### src/rtl/seq_alu.sv
`default_nettype none
// ============================================================================
//  Module      : seq_alu
//  Description : Registered parametrised ALU with a start/done handshake.
//                Logic, arithmetic, shift and rotate ops finish in one cycle.
//                Signed multiply (radix-2 Booth) and signed divide (restoring)
//                iterate for DATA_WIDTH cycles. Result is {HI, LO}.
//  Revision    : 1.0 - initial release
// ============================================================================
module seq_alu #(
    parameter int DATA_WIDTH = 32
) (
    input  logic                      clk,
    input  logic                      clr_n,
    input  logic                      start,
    input  logic [3:0]                op,
    input  logic [DATA_WIDTH-1:0]     A,
    input  logic [DATA_WIDTH-1:0]     B,
    output logic                      busy,
    output logic                      done,
    output logic [2*DATA_WIDTH-1:0]   result,
    output logic                      div_by_zero
);

    localparam int c_W  = DATA_WIDTH;
    localparam int c_SH = $clog2(c_W);
    // W is a power of two, so the final iteration index W-1 is all ones
    localparam logic [c_SH-1:0] c_LAST = '1;

    localparam logic [3:0] c_OP_OR   = 4'd0;
    localparam logic [3:0] c_OP_AND  = 4'd1;
    localparam logic [3:0] c_OP_XOR  = 4'd2;
    localparam logic [3:0] c_OP_NOT  = 4'd3;
    localparam logic [3:0] c_OP_ADD  = 4'd4;
    localparam logic [3:0] c_OP_SUB  = 4'd5;
    localparam logic [3:0] c_OP_NEG  = 4'd6;
    localparam logic [3:0] c_OP_SHL  = 4'd7;
    localparam logic [3:0] c_OP_SHR  = 4'd8;
    localparam logic [3:0] c_OP_SHRA = 4'd9;
    localparam logic [3:0] c_OP_ROL  = 4'd10;
    localparam logic [3:0] c_OP_ROR  = 4'd11;
    localparam logic [3:0] c_OP_MUL  = 4'd12;
    localparam logic [3:0] c_OP_DIV  = 4'd13;
    localparam logic [3:0] c_OP_PASS = 4'd14;

    typedef enum logic [1:0] {
        S_IDLE = 2'd0,
        S_MUL  = 2'd1,
        S_DIV  = 2'd2
    } state_t;

    state_t            r_state;
    logic [c_SH-1:0]   r_cnt;
    // Iteration datapath shared by MUL and DIV:
    //   MUL: r_acc = Booth accumulator (W+1 bits so -2^(W-1) multiplicand is safe),
    //        r_lo = multiplier/low product, r_qm1 = Booth q(-1), r_opnd = multiplicand.
    //   DIV: r_acc[W-1:0] = partial remainder, r_lo = dividend shifting into quotient,
    //        r_opnd = {0, |divisor|}.
    logic [c_W:0]      r_acc;
    logic [c_W-1:0]    r_lo;
    logic              r_qm1;
    logic [c_W:0]      r_opnd;
    logic              r_sign_q;
    logic              r_sign_r;

    // ---------------- single-cycle operations ----------------
    logic [c_SH-1:0]   w_amt;
    logic [c_SH-1:0]   w_amt_inv;
    logic [c_W:0]      w_add;
    logic [c_W:0]      w_sub;
    logic [c_W-1:0]    w_shra;
    logic [2*c_W-1:0]  w_single;

    assign w_amt     = B[c_SH-1:0];
    // (W - amt) mod W; amount 0 makes both rotate halves equal to A, which is correct
    assign w_amt_inv = '0 - w_amt;
    assign w_add     = {1'b0, A} + {1'b0, B};
    assign w_sub     = {1'b0, A} - {1'b0, B};
    assign w_shra    = $signed(A) >>> w_amt;

    // Result of every op that completes at the capture edge
    always_comb begin
        w_single = '0;
        case (op)
            c_OP_OR:   w_single[c_W-1:0] = A | B;
            c_OP_AND:  w_single[c_W-1:0] = A & B;
            c_OP_XOR:  w_single[c_W-1:0] = A ^ B;
            c_OP_NOT:  w_single[c_W-1:0] = ~A;
            c_OP_ADD:  w_single[c_W:0]   = w_add;
            c_OP_SUB:  w_single[c_W:0]   = w_sub;
            c_OP_NEG:  w_single[c_W-1:0] = '0 - A;
            c_OP_SHL:  w_single[c_W-1:0] = A << w_amt;
            c_OP_SHR:  w_single[c_W-1:0] = A >> w_amt;
            c_OP_SHRA: w_single[c_W-1:0] = w_shra;
            c_OP_ROL:  w_single[c_W-1:0] = (A << w_amt) | (A >> w_amt_inv);
            c_OP_ROR:  w_single[c_W-1:0] = (A >> w_amt) | (A << w_amt_inv);
            c_OP_PASS: w_single[c_W-1:0] = B;
            default:   w_single = '0;
        endcase
    end

    // ---------------- operand magnitudes for DIV ----------------
    logic [c_W-1:0] w_abs_a;
    logic [c_W-1:0] w_abs_b;
    assign w_abs_a = A[c_W-1] ? ('0 - A) : A;
    assign w_abs_b = B[c_W-1] ? ('0 - B) : B;

    // ---------------- Booth step ----------------
    logic [c_W:0]   w_bsum;
    logic [c_W:0]   w_mul_acc;
    logic [c_W-1:0] w_mul_lo;

    // Add or subtract the multiplicand according to the Booth bit pair
    always_comb begin
        w_bsum = r_acc;
        case ({r_lo[0], r_qm1})
            2'b01:   w_bsum = r_acc + r_opnd;
            2'b10:   w_bsum = r_acc - r_opnd;
            default: w_bsum = r_acc;
        endcase
    end

    assign w_mul_acc = {w_bsum[c_W], w_bsum[c_W:1]};
    assign w_mul_lo  = {w_bsum[0], r_lo[c_W-1:1]};

    // ---------------- restoring divide step ----------------
    logic [c_W:0]   w_dshift;
    logic           w_dge;
    logic [c_W-1:0] w_dsub;
    logic [c_W-1:0] w_div_rem;
    logic [c_W-1:0] w_div_lo;
    logic [c_W-1:0] w_quo_fin;
    logic [c_W-1:0] w_rem_fin;

    assign w_dshift  = {r_acc[c_W-1:0], r_lo[c_W-1]};
    assign w_dge     = (w_dshift >= r_opnd);
    // The true difference is below the divisor, so W bits hold it exactly
    assign w_dsub    = w_dshift[c_W-1:0] - r_opnd[c_W-1:0];
    assign w_div_rem = w_dge ? w_dsub : w_dshift[c_W-1:0];
    assign w_div_lo  = {r_lo[c_W-2:0], w_dge};
    // Quotient truncates toward zero; remainder follows the dividend sign.
    // -2^(W-1) / -1 yields magnitude 2^(W-1), which reads back as -2^(W-1).
    assign w_quo_fin = r_sign_q ? ('0 - w_div_lo)  : w_div_lo;
    assign w_rem_fin = r_sign_r ? ('0 - w_div_rem) : w_div_rem;

    // Control FSM with registered handshake and result outputs
    always_ff @(posedge clk) begin
        if (!clr_n) begin
            r_state     <= S_IDLE;
            r_cnt       <= '0;
            r_acc       <= '0;
            r_lo        <= '0;
            r_qm1       <= 1'b0;
            r_opnd      <= '0;
            r_sign_q    <= 1'b0;
            r_sign_r    <= 1'b0;
            busy        <= 1'b0;
            done        <= 1'b0;
            result      <= '0;
            div_by_zero <= 1'b0;
        end else begin
            done <= 1'b0;
            case (r_state)
                S_IDLE: begin
                    if (start) begin
                        if (op == c_OP_MUL) begin
                            r_acc   <= '0;
                            r_lo    <= B;
                            r_qm1   <= 1'b0;
                            r_opnd  <= {A[c_W-1], A};
                            r_cnt   <= '0;
                            busy    <= 1'b1;
                            r_state <= S_MUL;
                        end else if (op == c_OP_DIV && B != '0) begin
                            r_acc    <= '0;
                            r_lo     <= w_abs_a;
                            r_opnd   <= {1'b0, w_abs_b};
                            r_sign_q <= A[c_W-1] ^ B[c_W-1];
                            r_sign_r <= A[c_W-1];
                            r_cnt    <= '0;
                            busy     <= 1'b1;
                            r_state  <= S_DIV;
                        end else if (op == c_OP_DIV) begin
                            result      <= {A, {c_W{1'b1}}};
                            div_by_zero <= 1'b1;
                            done        <= 1'b1;
                        end else begin
                            result      <= w_single;
                            div_by_zero <= 1'b0;
                            done        <= 1'b1;
                        end
                    end
                end
                S_MUL: begin
                    r_acc <= w_mul_acc;
                    r_lo  <= w_mul_lo;
                    r_qm1 <= r_lo[0];
                    r_cnt <= r_cnt + 1'b1;
                    if (r_cnt == c_LAST) begin
                        result      <= {w_mul_acc[c_W-1:0], w_mul_lo};
                        div_by_zero <= 1'b0;
                        done        <= 1'b1;
                        busy        <= 1'b0;
                        r_state     <= S_IDLE;
                    end
                end
                S_DIV: begin
                    r_acc <= {1'b0, w_div_rem};
                    r_lo  <= w_div_lo;
                    r_cnt <= r_cnt + 1'b1;
                    if (r_cnt == c_LAST) begin
                        result      <= {w_rem_fin, w_quo_fin};
                        div_by_zero <= 1'b0;
                        done        <= 1'b1;
                        busy        <= 1'b0;
                        r_state     <= S_IDLE;
                    end
                end
                default: begin
                    busy    <= 1'b0;
                    r_state <= S_IDLE;
                end
            endcase
        end
    end

endmodule
`default_nettype wire

### config.mk
export PLATFORM = sky130hd
export DESIGN_NAME = seq_alu
export DESIGN_NICKNAME = d
export VERILOG_FILES = /design/src/rtl/seq_alu.sv
export SDC_FILE = /design/constraint.sdc
export NUM_CORES = 2
export LEC_CHECK = 0
export CAP_MARGIN = 20
export CORE_ASPECT_RATIO = 1.25
export CORE_MARGIN = 2
export CORE_UTILIZATION = 30
export CTS_BUF_LIST = sky130_fd_sc_hd__clkbuf_8
export CTS_CLUSTER_SIZE = 10
export DETAILED_ROUTE_END_ITERATION = 10
export DONT_BUFFER_PORTS = 1
export GPL_ROUTABILITY_DRIVEN = 0
export HOLD_SLACK_MARGIN = 0.06
export PLACE_DENSITY_LB_ADDON = 0.3
export SETUP_SLACK_MARGIN = 0.05
export SLEW_MARGIN = 40
export SYNTH_ARGS = -nofsm -noshare
export SYNTH_HDL_FRONTEND = slang
export SYNTH_SLANG_ARGS = --single-unit
### constraint.sdc
create_clock -name clk -period 5.7 [get_ports clk]
set_clock_uncertainty 0.15 [all_clocks]
set_input_delay 0.855 -clock clk [delete_from_list [all_inputs] [get_ports clk]]
set_output_delay 0.855 -clock clk [all_outputs]
set_load 0.02 [all_outputs]
# Word-level counts from Yosys, hierarchy flattened
# Index checks and enable logic that the tools add are counted.
# op_classes
add_sub_neg	11
n_bitwise	8
n_eq_ne	27
n_shift	5
n_reduce_logical	17
n_lt_le_gt_ge	1
muxes	52
# ops
operator	count
32-bit one-hot mux with 13 select lines	1
64-bit 2-to-1 mux	6
32-bit 2-to-1 mux	8
64-bit one-hot mux with 3 select lines	1
33-bit 2-to-1 mux	5
1-bit by 32-bit subtractor with 32-bit output, first input constant	4
33-bit one-hot mux with 3 select lines	1
32-bit OR	3
32-bit one-hot mux with 3 select lines	1
33-bit one-hot mux with 2 select lines	1
32-bit by 5-bit left shift with 32-bit output	2
32-bit by 5-bit right shift with 32-bit output	2
32-bit by 32-bit adder with 33-bit output	1
33-bit adder	1
33-bit greater-or-equal comparator	1
32-bit by 32-bit subtractor with 33-bit output	1
33-bit subtractor	1
32-bit bitwise AND	1
32-bit inverter	1
32-bit nonzero test	1
32-bit by 5-bit >>> shifter with 32-bit output	1
32-bit subtractor	1
32-bit XOR	1
4-bit == test, second input constant	7
29 further kinds	68
# word_totals
input_bits	71
regBits	175
word_cells	133
output_inout_bits	67

# Depth between registers and ports, before layout
# logic_depth
ltp_word	9
depth_mapped	24
depth_no_buf	20

# Least setup slack after synthesis
# No wires, ideal clock.
# synth_timing
path_kind	input port to flip-flop
startpoint	input B[0]
endpoint	register result[9]
setup_ns	0.130
n_path_buf	9
t_required_ns	5.420
t_arrival_ns	5.279
path_slack_ns	0.141
stages	18
path_cell_list	buf_2 -> buf_2 -> buf_2 -> buf_2 -> inv_1 -> clkbuf_1 -> clkbuf_1 -> ha_1 -> buf_2 -> buf_1 -> buf_1 -> mux4_2 -> mux4_2 -> a22o_1 -> a31oi_1 -> nor2_1 -> o41ai_1 -> a21oi_1
# synth_via
elab_chain_cells	9
elab_cells_between_ends	20
classes_between	add/sub (3); eq/ne (1); shift (5); mux (6); bitwise (2); reduce/logical (3)
# synth_rtl
item	line	text
start, declared	18	input logic [DATA_WIDTH-1:0] B,
1-bit by 5-bit subtractor with 5-bit output	76	assign w_amt_inv = '0 - w_amt;
32-bit by 5-bit left shift with 32-bit output / 32-bit by 5-bit right shift with 32-bit output (equally long branches)	96, 95	
32-bit OR (on tied branches)	96, 95	
32-bit one-hot mux with 13 select lines	84	case (op)
64-bit 2-to-1 mux	183	end else if (op == c_OP_DIV) begin
64-bit 2-to-1 mux	174	end else if (op == c_OP_DIV && B != '0) begin
64-bit 2-to-1 mux	166	if (op == c_OP_MUL) begin
64-bit 2-to-1 mux	165	if (start) begin
64-bit one-hot mux with 3 select lines	163	case (r_state)
end signal, assigned	184	result <= {A, {c_W{1'b1}}};
end signal, assigned	188	result <= w_single;
end signal, assigned	200	result <= {w_mul_acc[c_W-1:0], w_mul_lo};
end, declared	21	output logic [2*DATA_WIDTH-1:0] result,
# Several ways; a longest one is shown, not always the timed one. The select of a mux whose other input is x is not followed.
# A chain may end at the register's enable or synchronous reset.

# Worst setup path after layout
# layout_timing
startpoint	register r_opnd[1]
endpoint	register r_acc[31]
# layout_via
elab_chain_cells	3
elab_cells_between_ends	7
classes_between	add/sub (3); order compare (1); mux (3)
# layout_rtl
item	line	text
start, declared	62	logic [c_W:0] r_opnd;
start signal, assigned	170	r_opnd <= {A[c_W-1], A};
start signal, assigned	177	r_opnd <= {1'b0, w_abs_b};
33-bit subtractor, or another cell as far along	118	2'b10: w_bsum = r_acc - r_opnd;
33-bit one-hot mux with 2 select lines / 32-bit 2-to-1 mux (equally long branches)	116, 139	
33-bit one-hot mux with 3 select lines *	163	
end signal, assigned	195	r_acc <= w_mul_acc;
end signal, assigned	208	r_acc <= {1'b0, w_div_rem};
end, declared	59	logic [c_W:0] r_acc;
# Every way passes the cells marked *; elsewhere a longest branch is shown, timed or not.

==> implementation parameters <==
Parameter                              Value

Hold path
  Worst Hold Depth    1
  End of the worst hold path    result[29]$_SDFFE_PN0P_
  Worst min-delay path category    input pin to flop
  Hold path startpoint    clr_n

Floorplanning
  CORE AREA    98900 µm²
  Height of the die    357 µm
  Die W    286 µm
  Initial Utilization    30.2%
  Die Area    102000 µm²
  Number of top-level pins    138
  FP Rows    129

Timing
  Worst-Margin Slew    0.970 ns
  Final count of negative-setup-slack endpoints    0
  Final Hold Fails    0
  Final clock period utilization by the worst path    93.2%
  Maximum frequency from static timing analysis    188 MHz
  Remaining max-slew budget at the tightest pin    35.1%
  Max-slew violation count    0
  Crit path time final    5.31 ns
  Unrepaired setup endpoints after global routing    false
  Total negative slack    0 ns
  Worst hold-check slack    0.309 ns

Yosys
  Post-synthesis sequential area ratio    11.7%
  Syn_nets    4653
  Post-Syn Area per Cell    6.79 µm²
  Total of warnings raised by yosys    0
  Synth async-reset ratio    0%
  Primary FF master, synth    sky130_fd_sc_hd__dfxtp_1
  Number of flip-flops and latches in the synthesized netlist    175
  EDFF count, synth    0
  Number of cells produced by synthesis    4403
  Synth unique cells    97
  Mapped Area    29900 µm²

Final layout
  Fraction of final layout cells sized beyond drive strength 1    8.95%
  Area added between synthesis and finish    6.63%
  Most common cell after layout, fill and taps aside    sky130_fd_sc_hd__nor2_1
  Number of nets in the final layout    4450
  Top library cells by usage in the layout, fill and taps aside    sky130_fd_sc_hd__nor2_1, sky130_fd_sc_hd__nand2_1, sky130_fd_sc_hd__a21oi_1

Worst setup path
  Worst endpoint data arrival time    5.56 ns
  Crit Path Class    flop to flop
  R2R depth    19
  Critical Path RT    5.94 ns
  Endpoint class of the critical path    flop
  Largest fanout of any net on the critical path    9
  Origin of the worst setup path    r_opnd[1]$_SDFFE_PN0P_
  Capturing point of the worst reg2reg path    r_acc[31]$_SDFFE_PN0P_
  Launch point of the worst reg-to-reg path    r_opnd[1]$_SDFFE_PN0P_
  Type of element launching the critical path    flop
  Worst setup slack for register-to-register paths    0.39 ns

Pwr
  Worst IR drop on VDD    0.000175 V
  Static Leakage    0.0118 µW
  Power density relative to cell area    190 nW/µm²

Detailed routing
  Average wire per standard cell    29.5 µm
  Number of nets with antenna violations after routing    0
  Total vias in the final route    37100
  DR vias/cell    6.71
  Post-route DRC    2
  DRT iter0 DRCs    5557
  Drt first pass iters    11
  Final routed wirelength across all metal layers    163000 µm

CTS
  Number of gates resized after cts    0
  Number of buffers on the longest clock path    2
  Cts bufs inserted    17
  H-Tree Depth    4
  Clock edge transition at the registers on the reported setup and hold paths    0.13 ns
  Total clock sinks    175
  Number of setup buffers added after CTS    0
  Post-CTS Hold Fix Bufs    0
  Clock tree from TritonCTS    yes
  Clock latency on the worst-skew pair    0.54 ns
  Cell chosen for the clock root    sky130_fd_sc_hd__clkbuf_8

Global routing
  Number of antenna violations at the first check in global routing    11
  Global-route wire length before repair    234000 µm
  Pin count of the biggest net entering global routing    126
  Met3 capacity usage during global routing    8.29%
  Vias in the first global route    34100
  Global routing usage on met1    36.4%
  Sum of overflow across all layers after global routing    0
  Met2 track utilization from global routing    47.9%
  Busiest layer in global routing    met2
  Overall global routing resource usage    30.5%

Status
  Violated checks    DRC
  Result of the run    finished with violations

Placed design
  Number of input and output port buffers inserted    0
  Dpl hpwl    123000 µm

Job
  Count of max-cap constraint violations    0
## critical path, cell delays in order (launching register included)
cell and delay, ns:
sky130_fd_sc_hd__dfxtp_1 0.34, sky130_fd_sc_hd__inv_1 0.16, sky130_fd_sc_hd__ha_1 0.25, sky130_fd_sc_hd__a41oi_1 0.22, sky130_fd_sc_hd__nor2_1 0.43, sky130_fd_sc_hd__o21a_1 0.46
sky130_fd_sc_hd__o21ai_0 0.20, sky130_fd_sc_hd__xnor2_1 0.16, sky130_fd_sc_hd__ha_1 0.39, sky130_fd_sc_hd__nand3_1 0.13, sky130_fd_sc_hd__nor3_1 0.42, sky130_fd_sc_hd__nand4_1 0.18
sky130_fd_sc_hd__nor2_1 0.10, sky130_fd_sc_hd__o21ai_0 0.21, sky130_fd_sc_hd__nand2_1 0.22, sky130_fd_sc_hd__o2111ai_1 0.19, sky130_fd_sc_hd__a211o_1 0.31, sky130_fd_sc_hd__and3_1 0.18
sky130_fd_sc_hd__o21ai_0 0.35, sky130_fd_sc_hd__a211oi_1 0.14
## logic make-up after synthesis
kind of cell,synth area share [%]
simple gates,22.7
compound gates,34.6
xor+xnor,6.18
flops,11.7
mux,10.1
fa+ha+maj,7.60
buf+inv,7.17
## flip-flops by register name, summed over array words and instances (netlist names)
name	flops
result	64
r_state	2
div_by_zero	1
r_sign_r	1
busy	1
r_cnt	5
r_lo	32
done	1
r_sign_q	1
r_acc	33
r_opnd	33
r_qm1	1
## worst max path at each step
stage | end | slack, ns | cells after the start
CTS | result[62]$_SDFFE_PN0P_ | 0.25 | 18
finish | r_acc[31]$_SDFFE_PN0P_ | 0.39 | 19
floorplan | result[9]$_SDFFE_PN0P_ | 0.14 | 18
global placement | result[31]$_SDFFE_PN0P_ | 0.26 | 15
detailed placement | result[62]$_SDFFE_PN0P_ | 0.32 | 18
global route | result[62]$_SDFFE_PN0P_ | 0.08 | 18
## synthesized netlist by cell type (29+ instances only)
cell                       count  area, µm²
sky130_fd_sc_hd__nor2_1      553       2080
sky130_fd_sc_hd__o31ai_1      41        308
sky130_fd_sc_hd__o21ai_0     383       1920
sky130_fd_sc_hd__inv_1       163        612
sky130_fd_sc_hd__buf_2        33        165
sky130_fd_sc_hd__clkbuf_1    281       1050
sky130_fd_sc_hd__a22oi_1      43        323
sky130_fd_sc_hd__o211ai_1     48        360
sky130_fd_sc_hd__nor3_1      122        611
sky130_fd_sc_hd__o22ai_1      36        225
sky130_fd_sc_hd__or3_1        30        188
sky130_fd_sc_hd__a221oi_1     67        587
sky130_fd_sc_hd__buf_1        46        173
sky130_fd_sc_hd__nand4_1      41        257
sky130_fd_sc_hd__nor4_1       40        250
sky130_fd_sc_hd__mux4_2       71       1600
sky130_fd_sc_hd__mux2i_1     102       1020
sky130_fd_sc_hd__a21o_1       44        330
sky130_fd_sc_hd__nand2_1     451       1690
sky130_fd_sc_hd__mux2_2       35        394
sky130_fd_sc_hd__nand2b_1     34        213
sky130_fd_sc_hd__nand3_1      84        420
sky130_fd_sc_hd__xor2_1       37        324
sky130_fd_sc_hd__a21oi_1     409       2050
sky130_fd_sc_hd__a211oi_1    125        938
sky130_fd_sc_hd__xnor2_1     174       1520
sky130_fd_sc_hd__dfxtp_1     175       3500
sky130_fd_sc_hd__a31oi_1      49        307
sky130_fd_sc_hd__ha_1        175       2190
sky130_fd_sc_hd__o21a_1       29        218
## report_power, final
group	internal, µW	total, µW	switching, µW
logic	1250	3620	2370
clock network	333	955	622
registers	1300	1480	181
## area by class of cell
| class | instances | area (µm²) |
|---|---|---|
| diodes | 5 | 12.5 |
| clock buffers | 17 | 234 |
| clock inverters | 15 | 164 |
| fillers | 10900 | 67100 |
| inverters | 174 | 656 |
| multi-input cells | 3683 | 24500 |
| flip-flops and latches | 175 | 3500 |
| well taps | 1310 | 1640 |
| repair buffers | 149 | 1170 |
## stage by stage
stage | power, µW | cell area (µm²) | setup slack [ns] | utilization (%) | std cells
2_1_floorplan | 3860 | 29900 | 0.141 | - | 4403
3_3_place_gp | 4900 | 31300 | 0.264 | 31.7 | 5488
3_5_place_dp | 4910 | 31400 | 0.318 | 31.7 | 5491
4_1_cts | 5860 | 31800 | 0.251 | 32.1 | 5523
5_1_grt | 6280 | 31900 | 0.0761 | 32.2 | 5524
6_report | 6050 | 31900 | 0.389 | 32.2 | 5528
## per-layer routing
layer / wire (µm) / part of all wire, %
met4: 14100 / 8.6
met1: 58400 / 36
met5: 69 / 0.042
met2: 70300 / 43
met3: 20100 / 12
(Power assumes the default switching activity.)
